===== config.mk =====
export PLATFORM = sky130hd
export DESIGN_NAME = fetch_queue
export DESIGN_NICKNAME = d
export VERILOG_FILES = /design/src/rtl/CpuParams.sv /design/src/rtl/fetch_queue_mem.sv /design/src/rtl/fetch_queue.sv
export SDC_FILE = /design/constraint.sdc
export NUM_CORES = 1
export LEC_CHECK = 0
export ABC_AREA = 1
export CORE_MARGIN = 5
export CORE_UTILIZATION = 35
export CTS_CLUSTER_DIAMETER = 80
export DETAILED_ROUTE_END_ITERATION = 6
export HOLD_SLACK_MARGIN = 0.06
export RECOVER_POWER = 100
export SLEW_MARGIN = 20
export SYNTH_ARGS = -nofsm -noshare
export SYNTH_HDL_FRONTEND = slang
export SYNTH_HIERARCHICAL = 1
export SYNTH_SLANG_ARGS = --single-unit

===== constraint.sdc =====
create_clock -name clk -period 6.8 [get_ports clk]
set_input_delay 1.36 -clock clk [delete_from_list [all_inputs] [get_ports clk]]
set_output_delay 1.36 -clock clk [all_outputs]
set_load 0.1 [all_outputs]

===== src/rtl/CpuParams.sv =====
`default_nettype none
// ============================================================================
// Package : CpuParams
// Shared CPU widths and the fetch queue entry type.
// Rev     : 1.0
// ============================================================================
package CpuParams;

    localparam int ADDR_WIDTH = 32;
    localparam int WORD_WIDTH = 32;
    localparam int WORD_SIZE  = WORD_WIDTH / 8;

    typedef struct packed {
        logic [ADDR_WIDTH-1:0] addr;
        logic [WORD_WIDTH-1:0] data;
    } fetch_entry_t;

endpackage : CpuParams
`default_nettype wire


===== src/rtl/fetch_queue_mem.sv =====
`default_nettype none
// ============================================================================
// Module : fetch_queue_mem
// DEPTH-entry storage array, one write port and one asynchronous read port.
// Rev    : 1.0
// ============================================================================
module fetch_queue_mem
    import CpuParams::*;
#(
    parameter int  DEPTH   = 4,
    parameter type entry_t = fetch_entry_t
) (
    input  logic                     clk,
    input  logic                     i_we,
    input  logic [$clog2(DEPTH)-1:0] i_waddr,
    input  entry_t                   i_wdata,
    input  logic [$clog2(DEPTH)-1:0] i_raddr,
    output entry_t                   o_rdata
);

    // Contents are intentionally left unreset; validity is tracked by the pointers.
    entry_t r_mem [DEPTH];

    always_ff @(posedge clk) begin
        if (i_we) begin
            r_mem[i_waddr] <= i_wdata;
        end
    end

    assign o_rdata = r_mem[i_raddr];

endmodule : fetch_queue_mem
`default_nettype wire


===== src/rtl/fetch_queue.sv =====
`default_nettype none
// ============================================================================
// Module : fetch_queue
// Circular instruction fetch queue between IFU and decode.
// Optional same-cycle empty-queue bypass under macro FETCH_QUEUE_BYPASS_EN.
// Rev    : 1.0
// ============================================================================
module fetch_queue
    import CpuParams::*;
#(
    parameter int ADDR_WIDTH = CpuParams::ADDR_WIDTH,
    parameter int WORD_WIDTH = CpuParams::WORD_WIDTH,
    parameter int DEPTH      = 4
) (
    input  logic                   clk,
    input  logic                   reset,
    input  logic                   flush,
    input  logic                   in_valid,
    output logic                   in_ready,
    input  logic [ADDR_WIDTH-1:0]  in_addr,
    input  logic [WORD_WIDTH-1:0]  in_data,
    output logic                   out_valid,
    input  logic                   out_ready,
    output logic [ADDR_WIDTH-1:0]  out_addr,
    output logic [WORD_WIDTH-1:0]  out_data,
    output logic [$clog2(DEPTH):0] count
);

    localparam int PTR_W = $clog2(DEPTH);
    localparam int CNT_W = PTR_W + 1;

    localparam logic [PTR_W-1:0] c_ptr_one = PTR_W'(1);
    localparam logic [CNT_W-1:0] c_cnt_one = CNT_W'(1);
    localparam logic [CNT_W-1:0] c_depth   = CNT_W'(DEPTH);

    typedef struct packed {
        logic [ADDR_WIDTH-1:0] addr;
        logic [WORD_WIDTH-1:0] data;
    } entry_t;

    logic [PTR_W-1:0] r_wr_ptr;
    logic [PTR_W-1:0] r_rd_ptr;
    logic [CNT_W-1:0] r_count;

    logic   w_empty;
    logic   w_bypass;
    logic   w_push;
    logic   w_pop;
    entry_t w_wdata;
    entry_t w_head;

    assign w_empty  = (r_count == '0);
    assign in_ready = (r_count != c_depth);

`ifdef FETCH_QUEUE_BYPASS_EN
    // Empty queue with decode ready: hand the word straight through, never stored.
    assign w_bypass  = w_empty && in_valid && out_ready && !flush;
    assign out_valid = !w_empty || w_bypass;
    assign out_addr  = w_bypass ? in_addr : w_head.addr;
    assign out_data  = w_bypass ? in_data : w_head.data;
`else
    assign w_bypass  = 1'b0;
    assign out_valid = !w_empty;
    assign out_addr  = w_head.addr;
    assign out_data  = w_head.data;
`endif

    assign w_push = in_valid && in_ready && !flush && !w_bypass;
    assign w_pop  = !w_empty && out_ready && !flush;

    assign w_wdata.addr = in_addr;
    assign w_wdata.data = in_data;
    assign count        = r_count;

    always_ff @(posedge clk or negedge reset) begin
        if (!reset) begin
            r_wr_ptr <= '0;
            r_rd_ptr <= '0;
            r_count  <= '0;
        end else if (flush) begin
            r_wr_ptr <= '0;
            r_rd_ptr <= '0;
            r_count  <= '0;
        end else begin
            if (w_push) begin
                r_wr_ptr <= r_wr_ptr + c_ptr_one;
            end
            if (w_pop) begin
                r_rd_ptr <= r_rd_ptr + c_ptr_one;
            end
            case ({w_push, w_pop})
                2'b10:   r_count <= r_count + c_cnt_one;
                2'b01:   r_count <= r_count - c_cnt_one;
                default: r_count <= r_count;
            endcase
        end
    end

    fetch_queue_mem #(
        .DEPTH   (DEPTH),
        .entry_t (entry_t)
    ) u_mem (
        .clk     (clk),
        .i_we    (w_push),
        .i_waddr (r_wr_ptr),
        .i_wdata (w_wdata),
        .i_raddr (r_rd_ptr),
        .o_rdata (w_head)
    );

endmodule : fetch_queue
`default_nettype wire


==> results_dict.tcl, run 1 <==
set metrics [dict create \
    dp.cells 1569 \
    num_io_pins 138 \
    hp-start "r_wr_ptr[1]" \
    worstPathCellList "dlygate4sd3_1, nor2_1, inv_1, nor3_1, dlymetal6s2s_1" \
    regArea_um2 7870 \
    fin_cells 1619 \
    setup_ws_ns 1.15 \
    status "complete, but fails checks" \
    layout.nets 1268 \
    track_usage_pct 13.3 \
    cts-hold-fix-buffers 0 \
    rsz0062_at_grt "no" \
    root_buffer "clkbuf_16" \
    multi_input_area_um2 2080 \
    worst_ep_arrival_time_ns 5.72 \
    cp_max_fo 56 \
    insertion_delay_ns 0.53 \
    drive_gt1_share_pct 4.11 \
    synth_most_common_cell "nand2_1" \
    final_cell_area_um2 13700 \
    yosys.area.top_type_share_pct 68.7 \
    synthCells 1061 \
    io_buffers 137 \
    grt_overflow 0 \
    hold_path_depth 2 \
    fin_util_pct 43.4 \
    hold_end "r_wr_ptr[1]" \
    yosys_warnings 6 \
    cellPowerDensity_nw_per_um2 386 \
    nFillCells 2878 \
    r2r-end "u_mem/r_mem[3][35]" \
    peakVddDrop_mv 0.244 \
    violations "max-capacitance violations, max-slew violations" \
    synth.distinct_cells 23 \
    grt-busiest-layer "met2" \
    crit_buf_inv 3 \
    synth_area_um2 11200 \
    reg2reg_from "count[1]" \
    total_power_mw 5.29 \
    cts_tree "done" \
    finalCritPeriodShare_pct 83.1 \
    rows 65 \
    cts_resized 0 \
    clock_sinks 263 \
    postPlaceCellArea_um2 13000 \
    p_leak_nw 5.99 \
    critPathTopFamily "buffers and inverters" \
    critPathKind "in2reg" \
    maxCapViolCount 7 \
    reg2reg_slack_ns 1.95 \
    core_area_um2 31600 \
    synth_ff_type "edfxtp_1" \
    pre_cts_ws_ns 2.14 \
    via_per_inst 4.41 \
    detail-route-antenna-nets 0 \
    critPathMaxStageDelay_ns 2.38 \
    slowest_stage "dlymetal6s2s_1" \
    grt_pass1_vias 7127 \
    die_area_um2 35700 \
    reg2reg_depth 7 \
    dr.pass1.iters 5 \
    wl_per_cell_um 14.7 \
    yosys.area.top_type "edfxtp_1" \
    grt_use_met3_pct 2.51 \
    finalHoldViolCount 0 \
    hold_ws_ns 0.578 \
    gr-usage-met1_pct 16.8 \
    clk_pin_slew_ns 0.05 \
    endpoint_kind "flop" \
    synth_area_per_cell_um2 10.6 \
    min_period_ns 5.65 \
    cp.required_ns 6.87 \
    yosys-top-cells-area "edfxtp_1, nand2_1, inv_1" \
    die_y_um 189 \
    async_flop_share_pct 2.66 \
    hp-class "reg2reg" \
    synthToLayoutAreaGrowth_pct 22.4 \
    grt_max_degree 111 \
    synth-seq-cells 263 \
    cts_buffers 29 \
    drtIter0Drc 413 \
    place.gp.congestion 0.704 \
    crit_path_start_kind "input port" \
    synthesis.nets 1131 \
    antenna_found_initial 2 \
    grt_pass1_wl_um 37900 \
    yosysSeqAreaShare_pct 70.2 \
    post_cts.repair.setup_buffers 0 \
    start_util_pct 35.5 \
    drt_drc_violations_left 0 \
    finalSetupViolations 0 \
    die_x_um 189 \
    grt_use_met2_pct 23.6 \
    dp_hpwl_um 13500 \
    synth_edf_count 256 \
    cts_buffer_depth 3 \
    relSlewSlack_pct -196 \
    netlist_top_cells_count "nand2_1, inv_1, edfxtp_1, nand3_1, buf_2" \
    final_max_slew_viol_count 254 \
    cts_max_level 1 \
    wirelength_um 23800 \
    tightest_slew_ns 4.44 \
    clock_skew_ns 0.0117 \
    tns_ns 0 \
    num_vias 7139 \
    fmax_mhz 177 \
]
## where the power goes
part           internal, mW  switching [mW]
combinational         0.379            1.64
sequential             1.86          0.0672
clock                 0.773           0.575
total                  3.01            2.28
## logic make-up (layout without fill, tap and decap cells)
logic type,count (synthesis),in the layout,synth area share [%]
buffers and inverters,309,464,11.1
adders and majority gates,1,1,0.179
xor gates and xnor gates,1,1,0.0782
other,0,1,0
AOI/OAI and AO/OA,7,7,0.413
and+or+nand+nor,480,480,18.0
DFF,263,263,70.2
## placed cells by master, fill, tap and decap left out, drive strengths merged, types with 4 or more instances in the layout
| cell type | n |
|---|---|
| nor3 | 4 |
| dfrtp | 7 |
| inv | 268 |
| nor2 | 6 |
| nand2 | 338 |
| dlygate4sd3 | 136 |
| nand3 | 131 |
| a21oi | 4 |
| clkinv | 11 |
| buf | 4 |
| clkbuf | 43 |
| edfxtp | 256 |
## registers in the layout, indices dropped and copies added, names as in the netlist
| register | count |
|---|---|
| u_mem/r_mem | 256 |
| count | 3 |
| r_wr_ptr | 2 |
| r_rd_ptr | 2 |
## layout make-up
type,count,area share (%)
diodes,1,0.0183
clock buffers,38,5.54
clock inverters,11,0.347
inverters,268,7.40
multi-input cells,489,15.2
flip-flops and latches,263,57.4
well taps,402,3.67
repair buffers,147,10.5
## worst min-delay path: stages (launching register included)
cell	delay, ns
dfrtp_1	0.40
inv_1	0.08
a21oi_1	0.06
## worst max path at each step
stage / start / endpoint / slack (ns) / cells past startpoint
floorplan: count[1] / u_mem/r_mem[0][0] / 0.01 / 6
global placement: r_rd_ptr[0] / out_data[27] / 1.99 / 6
detailed placement: r_rd_ptr[0] / out_data[27] / 2.14 / 6
CTS: r_rd_ptr[0] / out_data[27] / 1.54 / 6
global route: flush / u_mem/r_mem[3][33] / 0.77 / 5
finish: flush / u_mem/r_mem[3][35] / 1.15 / 5
## per-layer routing
metal	up-vias	share of wire (%)
li1	3583	-
met1	3335	43
met2	171	50
met3	48	5.2
met4	2	2.6
met5	-	0.046
No activity file was read; power rests on OpenSTA's default activity.
==> run 2: changes to the inputs <==
==> constraint.sdc (replaced) <==
create_clock -name clk -period 4.65 [get_ports clk]
set_input_delay 0.93 -clock clk [delete_from_list [all_inputs] [get_ports clk]]
set_output_delay 0.93 -clock clk [all_outputs]
set_load 0.1 [all_outputs]
==> run 2 against run 1 <==
Compared with the run above: the run still ends with max-capacitance violations, max-slew violations left; worst hold slack lost 0.0019 ns; via count down 1.4%; register-to-register slack got worse by 0.66 ns; critical path type is now reg2out; highest routed layer is now met4.
==> results_dict.tcl, run 2 (synthesized netlist as in run 1, its figures left out) <==
set metrics [dict create \
    worstPathCellList "inv_2, clkbuf_2, nand3_1, nand2_1, clkbuf_2" \
    die_y_um 189 \
    die_x_um 189 \
    finalSetupViolations 0 \
    antenna_found_initial 0 \
    finalCritPeriodShare_pct 88.8 \
    total_power_mw 7.93 \
    drt_drc_violations_left 0 \
    cts_resized 0 \
    rsz0062_at_grt "no" \
    largest_register_ffs 256 \
    cts-hold-fix-buffers 0 \
    netSwitchingPower_mw 3.37 \
    num_vias 7040 \
    clockPowerShare_pct 28.0 \
    root_buffer "clkbuf_16" \
    clk_pin_slew_ns 0.06 \
    drtIter0Drc 263 \
    wl_per_cell_um 14.4 \
    seq_power_share_pct 34.8 \
    fmax_mhz 242 \
    critPathKind "reg2out" \
    cts_buffers 28 \
    slowest_stage "dfrtp_1" \
    die_area_um2 35700 \
    maxCapViolCount 8 \
    grt_max_degree 68 \
    critPathMaxStageDelay_ns 1.31 \
    start_util_pct 35.5 \
    io_buffers 137 \
    post_cts.repair.setup_buffers 0 \
    endpoint_kind "output pin" \
    grt_overflow 0 \
    drive_gt1_share_pct 10.3 \
    status "complete, but fails checks" \
    rows 65 \
    detail-route-antenna-nets 0 \
    cts_max_level 1 \
    grt_pass1_wl_um 37200 \
    fin_cells 1625 \
    cts_buffer_depth 3 \
    dp.cells 1573 \
    num_io_pins 138 \
    cts_tree "done" \
    place.gp.congestion 0.725 \
    violations "max-capacitance violations, max-slew violations" \
    p_leak_nw 6.07 \
    cellPowerDensity_nw_per_um2 582 \
    critPathTopFamily "flip-flops" \
    synthToLayoutAreaGrowth_pct 21.6 \
    finalHoldViolCount 0 \
    insertion_delay_ns 0.53 \
    hp-class "reg2reg" \
    final_max_slew_viol_count 264 \
    cp_max_fo 33 \
    final_common_cell "nand2_1" \
    clock_skew_ns 0.0122 \
    tightest_slew_ns 2.55 \
    track_usage_pct 13.0 \
    core_area_um2 31600 \
    cp.required_ns 3.72 \
    layout.nets 1271 \
    dr.pass1.iters 4 \
    wirelength_um 23300 \
    dp_hpwl_um 13800 \
    swShare_pct 42.5 \
    relSlewSlack_pct -69.8 \
    crit_buf_inv 3 \
    grt_pass1_vias 7016 \
    p_int_mw 4.56 \
    peakVddDrop_mv 0.396 \
    p_comb_share_pct 37.2 \
    worst_ep_arrival_time_ns 3.20 \
    min_period_ns 4.13 \
    crit_path_start_kind "flop" \
    regMostFlops "u_mem/r_mem" \
    layout_common_cells "nand2_1, inv_1, edfxtp_1" \
    clock_sinks 263 \
    crit_top_cell "clkbuf_2" \
    n_antenna_cell 0 \
    via_per_inst 4.33 \
]
## run 2: per-layer routing
metal	GRT usage [%]	up-vias	share of wire (%)
li1	-	3595	-
met1	16.7	3277	45
met2	23.0	127	49
met3	2.03	41	3.5
met4	3.62	0	2.6
met5	0	-	0
## run 2: layout make-up
cell class	count	area, µm²
Clock buffer	29	726
Clock inverter	23	216
Fill cell	2912	17900
Inverter	268	1010
Multi-Input combinational cell	489	2080
Sequential cell	263	7870
Tap cell	402	503
Timing Repair Buffer	151	1210
## run 2: power by group through the flow
stage	Clock, mW	Combinational [mW]	Sequential (mW)
4_1_cts	2.29	3.10	2.76
2_1_floorplan	0	2.37	2.86
6_report	2.22	2.95	2.76
3_5_place_dp	0	3.09	2.81
3_3_place_gp	0	3.07	2.81
5_1_grt	2.39	3.12	2.77
## run 2: final timing paths
path / slack (ns) / cells past startpoint / endpoint / start
setup reg to reg: 1.29 / 7 / u_mem/r_mem[3][34] / count[0]
setup / recovery: 0.52 / 5 / out_data[7] / r_rd_ptr[1]
max in group asynchronous: 3.62 / 1 / r_rd_ptr[0] / reset
hold reg to reg: 0.58 / 2 / r_wr_ptr[1] / r_wr_ptr[1]
hold / removal: 0.58 / 2 / r_wr_ptr[1] / r_wr_ptr[1]
min in group asynchronous: 0.74 / 1 / r_rd_ptr[1] / reset
## run 2: metrics by stage
step	setup TNS (ns)	area, µm²	hold slack (ns)	worst slack, ns	util (%)
after floorplan	-49.77	11200	0.512	-0.194	-
after global placement	0	12800	0.598	1.43	40.7
after detailed placement	0	12800	0.601	1.37	40.7
after CTS	0	13800	0.615	0.771	43.7
after global routing	0	13600	0.593	0.310	43.1
final	0	13600	0.576	0.519	43.1
## run 2: worst reg2reg max path: stages, from the launching register on
cell	delay, ns
dfrtp_1	0.46
nor2_4	0.06
nand2_2	0.08
nand2_4	0.07
nor2_1	0.09
inv_1	0.08
nor3_1	0.20
clkbuf_1	1.83
